<file path="src/rtl/multi_tick_divider.sv">
// multi_tick_divider: NUM_CH independent programmable tick generators.
// Each channel counts 0..act_max, emits a one-cycle tick after the wrap and
// toggles a square wave on every tick. Terminal-count writes land in a shadow
// register and only take effect at a period boundary, so no runt periods.

module multi_tick_divider_ch #(
  parameter int unsigned             COUNT_WIDTH = 24,
  parameter logic [COUNT_WIDTH-1:0]  DEFAULT_MAX = '0
) (
  input  logic                   clk,
  input  logic                   rst,
  input  logic                   en,
  input  logic                   sync,
  input  logic                   wr_sel,
  input  logic [COUNT_WIDTH-1:0] wr_data,
  output logic                   tick,
  output logic                   sq
);

  logic [COUNT_WIDTH-1:0] cnt_q, cnt_d;
  logic [COUNT_WIDTH-1:0] act_max_q, act_max_d;
  logic [COUNT_WIDTH-1:0] pend_max_q, pend_max_d;
  logic                   pend_flag_q, pend_flag_d;
  logic                   tick_q, tick_d;
  logic                   sq_q, sq_d;
  logic                   wrap;
  logic                   apply;

  // Next-state: disable/sync/wrap are all safe points to adopt the shadow count.
  always_comb begin
    cnt_d       = cnt_q;
    act_max_d   = act_max_q;
    pend_max_d  = pend_max_q;
    pend_flag_d = pend_flag_q;
    tick_d      = 1'b0;
    sq_d        = sq_q;
    wrap        = (cnt_q == act_max_q);
    apply       = 1'b0;
    if (!en) begin
      cnt_d = '0;
      apply = 1'b1;
    end else if (sync) begin
      // sync wins over a coincident wrap: no tick, no sq toggle
      cnt_d = '0;
      apply = 1'b1;
    end else if (wrap) begin
      cnt_d  = '0;
      tick_d = 1'b1;
      sq_d   = ~sq_q;
      apply  = 1'b1;
    end else begin
      cnt_d = cnt_q + COUNT_WIDTH'(1);
    end
    // The shadow value seen here is the one from before this edge's write,
    // so a write on a boundary edge waits for the next boundary.
    if (apply && pend_flag_q) begin
      act_max_d   = pend_max_q;
      pend_flag_d = 1'b0;
    end
    if (wr_sel) begin
      pend_max_d  = wr_data;
      pend_flag_d = 1'b1;
    end
  end

  // State registers with synchronous reset back to the default period.
  always_ff @(posedge clk) begin
    if (rst) begin
      cnt_q       <= '0;
      act_max_q   <= DEFAULT_MAX;
      pend_max_q  <= DEFAULT_MAX;
      pend_flag_q <= 1'b0;
      tick_q      <= 1'b0;
      sq_q        <= 1'b0;
    end else begin
      cnt_q       <= cnt_d;
      act_max_q   <= act_max_d;
      pend_max_q  <= pend_max_d;
      pend_flag_q <= pend_flag_d;
      tick_q      <= tick_d;
      sq_q        <= sq_d;
    end
  end

  assign tick = tick_q;
  assign sq   = sq_q;

endmodule

module multi_tick_divider #(
  parameter int unsigned NUM_CH      = 4,
  parameter int unsigned COUNT_WIDTH = 24,
  parameter int unsigned SEL_WIDTH   = 2,
  parameter int unsigned DEFAULT_MAX = 6000000-1
) (
  input  logic                   clk,
  input  logic                   rst,
  input  logic [NUM_CH-1:0]      en,
  input  logic                   sync,
  input  logic                   wr_en,
  input  logic [SEL_WIDTH-1:0]   wr_ch,
  input  logic [COUNT_WIDTH-1:0] wr_data,
  output logic [NUM_CH-1:0]      tick,
  output logic [NUM_CH-1:0]      sq
);

  localparam logic [COUNT_WIDTH-1:0] DMAX = COUNT_WIDTH'(DEFAULT_MAX);

  for (genvar i = 0; i < NUM_CH; i++) begin : g_ch
    // Selects outside 0..NUM_CH-1 match no channel and are dropped.
    logic wr_sel;
    assign wr_sel = wr_en && (32'(wr_ch) == 32'(i));

    multi_tick_divider_ch #(
      .COUNT_WIDTH (COUNT_WIDTH),
      .DEFAULT_MAX (DMAX)
    ) u_ch (
      .clk     (clk),
      .rst     (rst),
      .en      (en[i]),
      .sync    (sync),
      .wr_sel  (wr_sel),
      .wr_data (wr_data),
      .tick    (tick[i]),
      .sq      (sq[i])
    );
  end

endmodule

</file>
<file path="config.mk">
export PLATFORM = sky130hd
export DESIGN_NAME = multi_tick_divider
export DESIGN_NICKNAME = d
export VERILOG_FILES = /design/src/rtl/multi_tick_divider.sv
export SDC_FILE = /design/constraint.sdc
export NUM_CORES = 1
export LEC_CHECK = 0
export BUFFER_PORTS_ARGS = -buffer_cell sky130_fd_sc_hd__buf_2
export CORE_ASPECT_RATIO = 0.8
export CORE_UTILIZATION = 44
export DETAILED_ROUTE_END_ITERATION = 8
export PLACE_DENSITY = 0.7
export RECOVER_POWER = 25
export SLEW_MARGIN = 30
export SYNTH_ARGS = -nofsm -noshare
export SYNTH_HDL_FRONTEND = slang
export SYNTH_SLANG_ARGS = --single-unit
export TNS_END_PERCENT = 50
</file>
<file path="constraint.sdc">
create_clock -name clk -period 4.14 [get_ports clk]
set_input_delay 1.242 -clock clk [delete_from_list [all_inputs] [get_ports clk]]
set_output_delay 1.242 -clock clk [all_outputs]
set_load 0.005 [all_outputs]
</file>
## Word-level counts from Yosys, hierarchy flattened

Index checks and enable logic that the tools add are counted.

- Bits in registers: 300
- Bits of input ports: 34
- Output and inout port bits: 8
- Logic and storage cells: 89

- Add/sub/neg operators: 4
- Equality and inequality tests: 7
- Mux-type cells: 20
- Bitwise gates (word level): 9
- Reduce and logical (&&, ||, !) cells: 25

Operators by type and width:

| operator | count |
|---|---|
| $add 24x1->24 const B | 4 |
| $eq 24x24->1 | 4 |
| $mux 1 | 20 |
| $reduce_or 4->1 | 4 |
| $reduce_and 3->1 | 4 |
| $reduce_or 3->1 | 4 |
| $not 1->1 | 9 |
| $logic_and 1x1->1 | 8 |
| $reduce_bool 2->1 | 4 |
| $eq 2x2->1 const B | 2 |
| $eq 2x1->1 const B | 1 |
| $logic_not 2->1 | 1 |

## Depth between registers and ports, before layout

- Depth after elaboration: 7
- Mapped depth: 7

## Cells and area by module

A second synthesis with hierarchy kept.

- Cells, all modules: 1380
- Area, all modules: 13070.0 µm²

By module, submodules not included:

| module | instances | cells each | area an instance (µm²) |
|---|---|---|---|
| multi_tick_divider_ch | 4 | 344 | 3258.1 |
| multi_tick_divider | 1 | 4 | 37.5 |

## Worst setup path before layout

OpenSTA, ideal clock, no wires.

- Kind: in2reg
- Start: input wr_ch[0]
- End: register g_ch[0].u_ch.pend_max_q[14]
- Setup time: 0.132 ns
- Arrival: 2.302 ns
- Required time: 4.008 ns
- Setup slack: 1.705 ns
- Stages on the path: 6
- Path buffers: 3
- Cells stage by stage: clkbuf_1 > or3b_2 > clkbuf_1 > clkbuf_1 > nand2_1 > a21oi_1

- Cells in the longest elaborated chain, start to end: 2

RTL lines:

| element | RTL line | RTL |
|---|---|---|
| start, declared | 101 | `input logic [SEL_WIDTH-1:0] wr_ch,` |
| $logic_not 2->1 | 112 | `assign wr_sel = wr_en && (32'(wr_ch) == 32'(i));` |
| $logic_and 1x1->1 | 112 |  |
| end signal, assigned | 78 | `pend_max_q <= pend_max_d;` |
| end, declared | 22 | `logic [COUNT_WIDTH-1:0] pend_max_q, pend_max_d;` |

Every way passes these cells.
A chain may end at the register's enable or synchronous reset.

## Worst setup path in the final report

- Start: register g_ch[2].u_ch.cnt_q[3]
- End: register g_ch[2].u_ch.pend_flag_q

- Cells in the longest elaborated chain, start to end: 6

RTL lines:

| element | RTL line | RTL |
|---|---|---|
| start, declared | 20 | `logic [COUNT_WIDTH-1:0] cnt_q, cnt_d;` |
| start signal, assigned | 76 | `cnt_q <= cnt_d;` |
| $eq 24x24->1 | 37 | `wrap = (cnt_q == act_max_q);` |
| $mux 1 | 46 | `end else if (wrap) begin` |
| $mux 1 | 42 | `end else if (sync) begin` |
| $mux 1 | 39 | `if (!en) begin` |
| $logic_and 1x1->1 | 56 | `if (apply && pend_flag_q) begin` |
| $reduce_bool 2->1 (no source line) | n/a |  |
| end signal, assigned | 79 | `pend_flag_q <= pend_flag_d;` |
| end, declared | 23 | `logic pend_flag_q, pend_flag_d;` |

Every way passes these cells.

==> results.md <==
Global route
- 0 — GR Overflow Total
- 0 — antenna violations before repair
- 61 — largest net degree at the start of global routing
- 8975 — via count of the first global-routing pass
- 47200 um — global-route wire length before repair
- 19.2% — All-Layer GR Usage

Routing
- 719 — starting DRC count in detailed routing
- 0 — number of nets still failing antenna checks after routing
- 29100 um — total routed wirelength
- 5 — Initial DRT Pass Iterations
- 9676 — routed via count
- 15.5 um — Wirelength per Cell
- 5.13 — post-DR vias/cell
- 0 — Remaining DRCs

Power and ir drop
- 0.361 mV — Max rail drop VDD
- 5.05 nW — leakage power
- 403 mW/mm^2 — areal power density over the cells

Timing
- 26 — max-slew violation count
- 65.2% — post-route fraction of the period consumed by the critical path
- 0 — number of setup violations in the final report
- 455 ps — worst slack on hold paths
- 2700 ps — final period demand of the worst path
- 0 — endpoints failing hold
- no — RSZ-0062 raised after global routing
- 1510 ps — transition time at the pin with the least slew margin
- -0.596% — worst relative slew slack
- 0 ps — setup TNS
- 21.9 ps — Max Clock Skew
- 371 MHz — highest clock rate

Cells and area
- 1529 — Net count, final
- 7.36% — layout cells sized above 1
- 0 — Diodes inserted
- 9.78% — Syn-to-layout area delta
- 2786 — FILL cells

Place
- 0.811 — placer's final routability congestion estimate
- 41 — # port buffers
- 20000 um — total half-perimeter wirelength after legalization and detailed placement

Clocking
- built — CTS tree
- 3 — CTS max path bufs
- 0 — postcts setup bufs
- 0 — post-CTS sizing
- sky130_fd_sc_hd__clkbuf_16 — root buffer cell
- 560 ps — Worst-Skew Late Latency
- 28 — TritonCTS buffer count
- 60 ps — clock transition time at the flip-flop clock pins of the worst setup and hold paths
- 0 — hold-fix buffer count after cts
- 1 — maximum level of the CTS H-tree
- 300 — clock tree sinks

Synth
- sky130_fd_sc_hd__dfxtp_1, sky130_fd_sc_hd__xor2_1, sky130_fd_sc_hd__mux2i_1 — leading cell types by total area after synthesis
- 0 — total of warnings raised by yosys
- 300 — total of flip-flops plus latches after synthesis
- 0 — number of synthesized flops with an enable pin
- sky130_fd_sc_hd__dfxtp_1, sky130_fd_sc_hd__nor2_1, sky130_fd_sc_hd__nand2_1 — most instantiated cells after synthesis
- 36 — synth unique cells
- sky130_fd_sc_hd__dfxtp_1 — dominant register cell in the synthesized netlist
- 1487 — instance count of the mapped netlist
- 45.9% — sequential element share of the synthesized area
- 0.0131 sq mm — area of the mapped netlist
- sky130_fd_sc_hd__dfxtp_1 — most area-hungry cell type in the Yosys netlist
- sky130_fd_sc_hd__dfxtp_1 — most frequently used cell type in the post-synthesis netlist
- 45.9% — area share of the leading cell type in the synthesized netlist
- 8.80 sq um — Post-Syn Area per Cell
- 1525 — number of nets produced by synthesis
- 0% — Async SR Flop Fraction

Critical path
- 6 — Worst R2R Path Depth
- 3090 ps — arrival time of the worst setup path
- 1440 ps — register-to-register path setup slack
- flop — category of the worst setup path launch point
- 25 — maximum fanout along the worst path
- g_ch[2].u_ch.pend_flag_q — end of the worst register-to-register path
- g_ch[2].u_ch.cnt_q[3] — launch point of the worst reg-to-reg path
- 4530 ps — required time worst endpoint
- flop — Worst Setup End Kind
- reg -> reg — class of the most critical setup path

Die
- 195 um — x dimension of the die
- 56 — floorplan row count
- 156 um — Vert. Die Dim
- 44.7% — starting density of the core
- 0.0304 sq mm — full die area
- 42 — ports placed on the boundary
- 0.0293 sq mm — area of the core

Hold path
- g_ch[0].u_ch.pend_max_q[12] — endpoint of the worst hold path
- g_ch[0].u_ch.pend_max_q[12] — HP Start
- reg -> reg — Worst Hold Class
- 2 — cell count of the worst hold path

Status
- capacitance limit, slew limit — failing checks
- finished, violations left — run status

Job
- 1 — Max-Cap Viols

-- layout by cell type, fill, tap and decap left out, types with 18 or more instances in the layout --
cell type                   instances
sky130_fd_sc_hd__buf_2             39
sky130_fd_sc_hd__mux2i_1           96
sky130_fd_sc_hd__nor2_1           248
sky130_fd_sc_hd__dfxtp_1          300
sky130_fd_sc_hd__inv_1             20
sky130_fd_sc_hd__nand4_1           24
sky130_fd_sc_hd__nor3_1            18
sky130_fd_sc_hd__nor4_1            31
sky130_fd_sc_hd__nand2_1          224
sky130_fd_sc_hd__xnor2_1           55
sky130_fd_sc_hd__nand2b_1          68
sky130_fd_sc_hd__xor2_1           129
sky130_fd_sc_hd__nand3b_1          65
sky130_fd_sc_hd__clkbuf_16         29
sky130_fd_sc_hd__a21oi_1           36
sky130_fd_sc_hd__nand3_1           28
-- sequential cells by signal, summed over array words and instances, names as in the netlist --
| register | flops |
|---|---|
| g_ch.u_ch.pend_max_q | 96 |
| g_ch.u_ch.sq | 4 |
| g_ch.u_ch.tick | 4 |
| g_ch.u_ch.act_max_q | 96 |
| g_ch.u_ch.cnt_q | 96 |
| g_ch.u_ch.pend_flag_q | 4 |
-- cell families (layout without fill, tap and decap cells) --
logic type               after synthesis  in the layout  synth area share [%]
AO/OA/AOI/OAI                         52             52                  2.60
XOR/XNOR                             184            184                  12.3
adder cells (fa/ha/maj)                4              4                 0.383
buffers and inverters                104            125                  3.87
flip-flops                           300            300                  45.9
multiplexers                          96             96                  7.35
AND/OR/NAND/NOR                      747            747                  27.6
-- stage by stage --
| stage | utilization [%] | worst slack [ps] | std cells | total power, mW | area, sq um |
|---|---|---|---|---|---|
| after floorplan | - | 1710 | 1487 | 3.21 | 13100 |
| after global placement | 46.0 | 1480 | 1837 | 3.29 | 13500 |
| after detailed placement | 46.0 | 1420 | 1837 | 3.30 | 13500 |
| after CTS | 49.0 | 1540 | 1884 | 5.84 | 14400 |
| after global routing | 49.0 | 1260 | 1885 | 6.00 | 14400 |
| final | 49.0 | 1440 | 1885 | 5.79 | 14400 |
-- worst max-delay path by stage --
| stage | from | endpoint | slack [ps] |
|---|---|---|---|
| after detailed placement | wr_ch[0] | g_ch[3].u_ch.pend_flag_q | 1420 |
| after global placement | wr_ch[0] | g_ch[3].u_ch.pend_flag_q | 1480 |
| final | g_ch[2].u_ch.cnt_q[3] | g_ch[2].u_ch.pend_flag_q | 1440 |
| after global routing | g_ch[3].u_ch.cnt_q[5] | g_ch[3].u_ch.act_max_q[15] | 1260 |
| after floorplan | wr_ch[0] | g_ch[0].u_ch.pend_max_q[14] | 1710 |
| after CTS | g_ch[3].u_ch.cnt_q[5] | g_ch[3].u_ch.act_max_q[13] | 1540 |
-- critical path: stages (launching register included) --
cell                       delay (ps)
sky130_fd_sc_hd__dfxtp_1          470
sky130_fd_sc_hd__xor2_1           120
sky130_fd_sc_hd__nor4_1           420
sky130_fd_sc_hd__nand4_2          250
sky130_fd_sc_hd__o21ai_0          220
sky130_fd_sc_hd__clkbuf_1         860
sky130_fd_sc_hd__o22ai_1          180
-- area by class of cell --
type	instances	area (sq um)	share of cell area (%)
repair buffers	58	338	2.35
multi-input cells	1083	6570	45.7
flip-flops and latches	300	6010	41.8
well taps	377	472	3.28
inverters	20	75.1	0.523
clock buffers	42	855	5.95
clock inverters	5	50.0	0.348
-- report_power, final --
part	switching (mW)	internal [mW]	leakage, nW
combinational	0.175	0.0961	2.17
sequential	0.0294	2.94	2.43
clock	1.08	1.47	0.451
-- routing by layer --
metal / track usage (%) / share of wire [%]
met5: 0 / 0
met4: 4.35 / 1.9
met3: 3.32 / 5.2
met2: 29.6 / 43
met1: 27.9 / 50
Power figures use the tool's default switching activity.
